[src/rtl/cache_fill_fsm.sv]
`default_nettype none
// ============================================================================
//  Module      : cache_fill_fsm
//  Description : Instruction-cache miss fill controller. On a miss it issues
//                one read per word of the missing block to pipelined main
//                memory, steers every returned word into the cache data
//                array, and writes the tag when the last word arrives.
//                fsm_busy OR'd with the raw miss forms the fetch-stage stall.
//  Revision    : 1.0 - initial release
// ----------------------------------------------------------------------------
//  Parameters
//    BLOCK_WORDS       16-bit words per block (power of two, 2..16)
//    ADDR_W            byte-address width
//  Ports
//    clk               rising-edge clock
//    rst               asynchronous active-high reset
//    miss_detected     cache miss (sampled only while idle)
//    miss_address      byte address of the missing access
//    memory_data_valid main memory returns one word this cycle (in order)
//    memory_data       returned word
//    fsm_busy          fill in progress
//    memory_read       read request to main memory this cycle
//    memory_address    byte address of the current request
//    write_data_array  write fill_data into word data_word_sel
//    data_word_sel     word index within the block being written
//    fill_data         word to write (memory_data passthrough)
//    write_tag_array   one-cycle tag/valid write for the latched block
// ============================================================================
module cache_fill_fsm #(
   parameter int BLOCK_WORDS = 8,
   parameter int ADDR_W      = 16
) (
   input  logic                           clk,
   input  logic                           rst,
   input  logic                           miss_detected,
   input  logic [ADDR_W-1:0]              miss_address,
   input  logic                           memory_data_valid,
   input  logic [15:0]                    memory_data,
   output logic                           fsm_busy,
   output logic                           memory_read,
   output logic [ADDR_W-1:0]              memory_address,
   output logic                           write_data_array,
   output logic [$clog2(BLOCK_WORDS)-1:0] data_word_sel,
   output logic [15:0]                    fill_data,
   output logic                           write_tag_array
);

   localparam int SEL_W = $clog2(BLOCK_WORDS);
   localparam int CNT_W = SEL_W + 1;
   localparam int OFF   = SEL_W + 1;

   // Clears the byte-offset bits to get the block-aligned base address.
   localparam logic [ADDR_W-1:0] c_BASE_MASK  = {ADDR_W{1'b1}} << OFF;
   localparam logic [CNT_W-1:0]  c_REQ_DONE   = CNT_W'(BLOCK_WORDS);
   localparam logic [SEL_W-1:0]  c_LAST_WORD  = SEL_W'(BLOCK_WORDS - 1);

   typedef enum logic [0:0] {
      ST_IDLE = 1'b0,
      ST_FILL = 1'b1
   } state_t;

   state_t              state_q,   state_d;
   logic [ADDR_W-1:0]   base_q,    base_d;
   logic [CNT_W-1:0]    req_cnt_q, req_cnt_d;
   logic [SEL_W-1:0]    rsp_cnt_q, rsp_cnt_d;

   always_ff @(posedge clk or posedge rst) begin
      if (rst) begin
         state_q   <= ST_IDLE;
         base_q    <= '0;
         req_cnt_q <= '0;
         rsp_cnt_q <= '0;
      end else begin
         state_q   <= state_d;
         base_q    <= base_d;
         req_cnt_q <= req_cnt_d;
         rsp_cnt_q <= rsp_cnt_d;
      end
   end

   always_comb begin
      state_d          = state_q;
      base_d           = base_q;
      req_cnt_d        = req_cnt_q;
      rsp_cnt_d        = rsp_cnt_q;
      fsm_busy         = 1'b0;
      memory_read      = 1'b0;
      memory_address   = '0;
      write_data_array = 1'b0;
      data_word_sel    = '0;
      fill_data        = '0;
      write_tag_array  = 1'b0;

      unique case (state_q)
         ST_IDLE: begin
            // Returning words are ignored here, which also discards any
            // responses still in flight from a fill aborted by reset.
            if (miss_detected) begin
               base_d    = miss_address & c_BASE_MASK;
               req_cnt_d = '0;
               rsp_cnt_d = '0;
               state_d   = ST_FILL;
            end
         end

         ST_FILL: begin
            fsm_busy = 1'b1;

            // Request side: one read per cycle until the block is covered.
            if (req_cnt_q < c_REQ_DONE) begin
               memory_read    = 1'b1;
               memory_address = base_q + ADDR_W'({req_cnt_q, 1'b0});
               req_cnt_d      = req_cnt_q + 1'b1;
            end

            // Response side runs independently of the request side; the
            // last word and the tag write always land in the same cycle.
            if (memory_data_valid) begin
               write_data_array = 1'b1;
               data_word_sel    = rsp_cnt_q;
               fill_data        = memory_data;
               rsp_cnt_d        = rsp_cnt_q + 1'b1;
               if (rsp_cnt_q == c_LAST_WORD) begin
                  write_tag_array = 1'b1;
                  state_d         = ST_IDLE;
               end
            end
         end

         default: state_d = ST_IDLE;
      endcase
   end

endmodule
`default_nettype wire

[config.mk]
export PLATFORM = sky130hd
export DESIGN_NAME = cache_fill_fsm
export DESIGN_NICKNAME = d
export VERILOG_FILES = /design/src/rtl/cache_fill_fsm.sv
export SDC_FILE = /design/constraint.sdc
export NUM_CORES = 1
export LEC_CHECK = 0
export BUFFER_PORTS_ARGS = -buffer_cell sky130_fd_sc_hd__buf_2
export CORE_MARGIN = 3
export CORE_UTILIZATION = 37
export DETAILED_ROUTE_END_ITERATION = 12
export PLACE_DENSITY_LB_ADDON = 0.15
export REMOVE_ABC_BUFFERS = 1
export SYNTH_ARGS = -nofsm -noshare
export SYNTH_HDL_FRONTEND = slang
export SYNTH_SLANG_ARGS = --single-unit
[constraint.sdc]
create_clock -name clk -period 1.4 [get_ports clk]
set_clock_uncertainty 0.1 [all_clocks]
set_input_delay 0.14 -clock clk [delete_from_list [all_inputs] [get_ports clk]]
set_output_delay 0.14 -clock clk [all_outputs]
set_load 0.05 [all_outputs]
# Word level (Yosys, flattened, before mapping)

Cells that the tools add are included.

Register bits after elaboration: 20
Bits of input ports: 36
Output and inout port bits: 39
Word-level logic and storage cells: 40

$add $sub $neg: 3
Magnitude comparators: 1
Eq/ne operators: 4
Mux-type cells: 24
Bitwise gates (word level): 1
Reduce and logical (&&, ||, !) cells: 3

Operators by type and width:

| cell                | count |
|---|---|
| $mux 16             | 4 |
| $add 16x5->16       | 1 |
| $mux 3              | 4 |
| $mux 1              | 11 |
| $mux 4              | 2 |
| $pmux 4 s2          | 1 |
| $pmux 3 s2          | 1 |
| $reduce_and 2->1    | 3 |
| $add 4x1->4 const B | 1 |
| $lt 4x4->1 const B  | 1 |
| $ne 2x2->1 const B  | 2 |
| $add 3x1->3 const B | 1 |
| $eq 3x3->1 const B  | 1 |
| $ne 2x1->1 const B  | 1 |
| $pmux 1 s2          | 1 |
| $not 1->1           | 1 |

# Logic depth before layout (Yosys ltp)

Word-level depth: 4
Mapped depth: 4
Depth with buffers taken out: 4

# Worst setup path after synthesis

No wires, ideal clock.

Path kind: reg2out
From: register state_q
To: output port memory_address[10]
Arrival: 1.666 ns
Required time: 1.160 ns
Path slack: -0.506 ns
Stages on the path, launching flop included: 4
Path buffers: 1
Cell sequence: dfrtp_1 -> nor2b_4 -> buf_6 -> and2_1

Word-level cells in the longest chain between the ends: 1

Ends and longest elaborated chain:

| what                     | RTL line | source |
|---|---|---|
| start: declaration       | 62       | `state_t state_q, state_d;` |
| start signal: assignment | 74       | `state_q <= state_d;` |
| $mux 16                  | 94       | `unique case (state_q)` |
| end: declaration         | 41       | `output logic [ADDR_W-1:0] memory_address,` |

Every way passes these cells.

# Worst setup path in the final report

From: register rsp_cnt_q[0]
To: output port write_tag_array

Word-level cells in the longest chain between the ends: 4

Ends and longest elaborated chain:

| what                     | RTL line | source |
|---|---|---|
| start: declaration       | 65       | `logic [SEL_W-1:0] rsp_cnt_q, rsp_cnt_d;` |
| start signal: assignment | 77       | `rsp_cnt_q <= rsp_cnt_d;` |
| $eq 3x3->1               | 123      | `if (rsp_cnt_q == c_LAST_WORD) begin` |
| $mux 1                   | 123      |  |
| $mux 1                   | 118      | `if (memory_data_valid) begin` |
| $mux 1                   | 94       |  |
| end: declaration         | 45       | `output logic write_tag_array` |

Every way passes these cells.

==> out/summary.txt <==
status -> finished, violations left
failing checks -> setup timing
fin crit share -> 114%
clk_lat worst skew -> 0.29 ns
Row Count -> 19
clock sinks -> 20
H-tree depth -> 1
Worst EP arrival -> 1.36 ns
overflow left after global routing -> 0
cell area after synthesis -> 1140 um2
Pre-antenna DRT Iters -> 4
FF-to-FF End -> base_q[7]$_DFFE_PP0P_
worst hold path type -> input port to asynchronous set/reset pin
Hold Slack -> 0.301 ns
vias in the first global route -> 1,170
Core Util, Final -> 87.4%
nets -> 245
Fill cells -> 132
antenna cell count -> 0
largest net degree at the start of global routing -> 25
vias -> 1,193
Area Overhead vs Synth -> 119%
Synth area leader -> dfrtp_1
Unique masters post-synth -> 26
drt total wl -> 4.09 mm
area of the core -> 2850 um2
cts bufs inserted -> 3
P_leak -> 1.23 nW
endpoint required time on the critical path -> 1.16 ns
vias per cell -> 5.06
DR WL/cell -> 17.3 um
Worst VDD drop -> 1.48 mV
most common cell after layout, fill and taps aside -> buf_8
PortBufs -> 69
post-synthesis sequential area ratio -> 44.0%
Seq cells post-synth -> 20
Pwr Density -> 2140 nW/um2
Starting Density -> 39.9%
cells after synthesis -> 102
GR Util All Layers -> 19.0%
CTS max path bufs -> 2
Post-DRT Antenna Nets -> 0
initial antenna violation count -> 0
RSZ-0062 raised after global routing -> true
final setup fails -> 50
number of remaining DRC errors -> 0
Critical R2R Launch -> state_q$_DFF_PP0_
DIE WIDTH -> 61.4 um
crit path max fanout -> 2
crit path launch type -> flop
# IOs -> 75
final worst slack -> -0.198 ns
die area -> 3770 um2
YS warnings -> 0
Setup crit end kind -> output port
Yosys top cell area share -> 44.0%
chip height -> 61.4 um
final hold viol count -> 0
Clk pin slew, worst setup/hold paths -> 0.11 ns
1st-iter DRT viols -> 39
average size of a mapped cell -> 11.2 um2
Final Max Tran Viols -> 0
share of cells above drive strength 1 -> 74.6%
first-pass GRT wire length -> 5.20 mm
fmax -> 0.626 GHz
GPL Wtd Cong -> 0.660
largest cells by area after synthesis -> dfrtp_1 44%, mux2_2 14%, and3_1 11%
cells on worst reg2reg path -> 5
worst reg-to-reg setup slack -> -0.14 ns
CTS tree -> built
fin crit period -> 1.60 ns
most frequent cells in the layout -> 37 x buf_8, 31 x buf_2, 20 x dfrtp_1, 19 x and3_4, 16 x and2_4
Root Driver -> clkbuf_4
crit path kind -> flop to output port
post-DP HPWL -> 1.93 mm
max-cap violations -> 0
where the power goes:
group,total [mW],internal [mW],switching (mW)
Sequential,1.07,0.859,0.211
Combinational,3.94,2.05,1.89
Clock,0.327,0.158,0.168
Total,5.33,3.07,2.27
worst max path at each step:
stage	depth (start not counted)	startpoint	endpoint
2_1_floorplan	2	state_q$_DFF_PP0_	memory_address[10]
3_3_place_gp	4	rsp_cnt_q[0]$_DFFE_PP0P_	rsp_cnt_q[2]$_DFFE_PP0P_
3_5_place_dp	4	rsp_cnt_q[0]$_DFFE_PP0P_	rsp_cnt_q[2]$_DFFE_PP0P_
4_1_cts	4	rsp_cnt_q[1]$_DFFE_PP0P_	write_tag_array
5_1_grt	4	rsp_cnt_q[0]$_DFFE_PP0P_	write_tag_array
6_report	4	rsp_cnt_q[0]$_DFFE_PP0P_	write_tag_array
cells by family after synthesis:
group                      count (synthesis)  synth area share (%)
and+or+nand+nor                           45                  25.4
other                                      1                 0.330
xor gates and xnor gates                   1                 0.770
muxes                                     16                  15.6
AOI/OAI and AO/OA                          7                  4.84
DFF                                       20                  44.0
adders and majority gates                  3                  3.30
buffers and inverters                      9                  5.72
critical path: stages (launching register included):
cell and delay, ns:
dfrtp_1 0.41, ha_2 0.20, ha_4 0.16, and3_4 0.15, buf_8 0.14
cells in the mapped netlist:
cell and number:
o21ai_0 1, ha_1 3, nor2b_4 2, nor2_1 3
nand2_1 1, clkbuf_1 2, clkbuf_8 1, conb_1 1
nand3b_1 1, and2_1 15, a21o_1 1, buf_6 2
a22o_2 2, inv_1 1, a22o_1 1, buf_4 1
nand2b_1 2, xor2_1 1, a41oi_1 1, and2_2 1
mux2_2 14, mux2i_1 2, dfrtp_1 20, a21oi_1 1
buf_2 2, and3_1 20
layout make-up:
cell class | instances | area [um2] | share of cell area, %
Timing Repair Buffer | 107 | 1140 | 45.8
Inverter | 1 | 3.75 | 0.151
Multi-Input combinational cell | 73 | 772 | 31.0
Clock buffer | 4 | 36.3 | 1.46
Tap cell | 31 | 38.8 | 1.56
Sequential cell | 20 | 500 | 20.1
sequential cells by signal (all words and copies together), names as in the netlist:
register and count:
base_q 12, req_cnt_q 4, rsp_cnt_q 3, state_q 1
layer usage:
| layer | vias to the layer above | global-route usage [%] | wire [um] | share of wire, % |
|---|---|---|---|---|
| li1 | 557 | - | - | - |
| met1 | 560 | 19.5 | 1330 | 32 |
| met2 | 64 | 37.8 | 2230 | 54 |
| met3 | 12 | 4.19 | 407 | 9.9 |
| met4 | 0 | 5.45 | 129 | 3.2 |
| met5 | - | 0 | 0 | 0 |
what timing repair did:
action                                 CTS  global route
cloned                                   1             3
pin swaps                               10             3
gates resized for setup                125            50
setup endpoints to repair               40            53
hold buffers                            14             0
endpoints found under the hold margin   33             0
setup buffers                            7             2
through the flow:
step / power [mW] / TNS (ns) / instance area [um2] / worst slack [ns] / cells
after floorplan: 2.79 / -30.37 / 1080 / -0.931 / 94
after global placement: 3.37 / -0.0854 / 1560 / -0.0854 / 205
after detailed placement: 3.43 / -0.0918 / 1560 / -0.0918 / 205
after CTS: 4.78 / -6.90 / 2230 / -0.195 / 231
after global routing: 5.61 / -10.18 / 2490 / -0.252 / 236
final: 5.34 / -7.34 / 2490 / -0.198 / 236
Power figures use the tool's default switching activity.
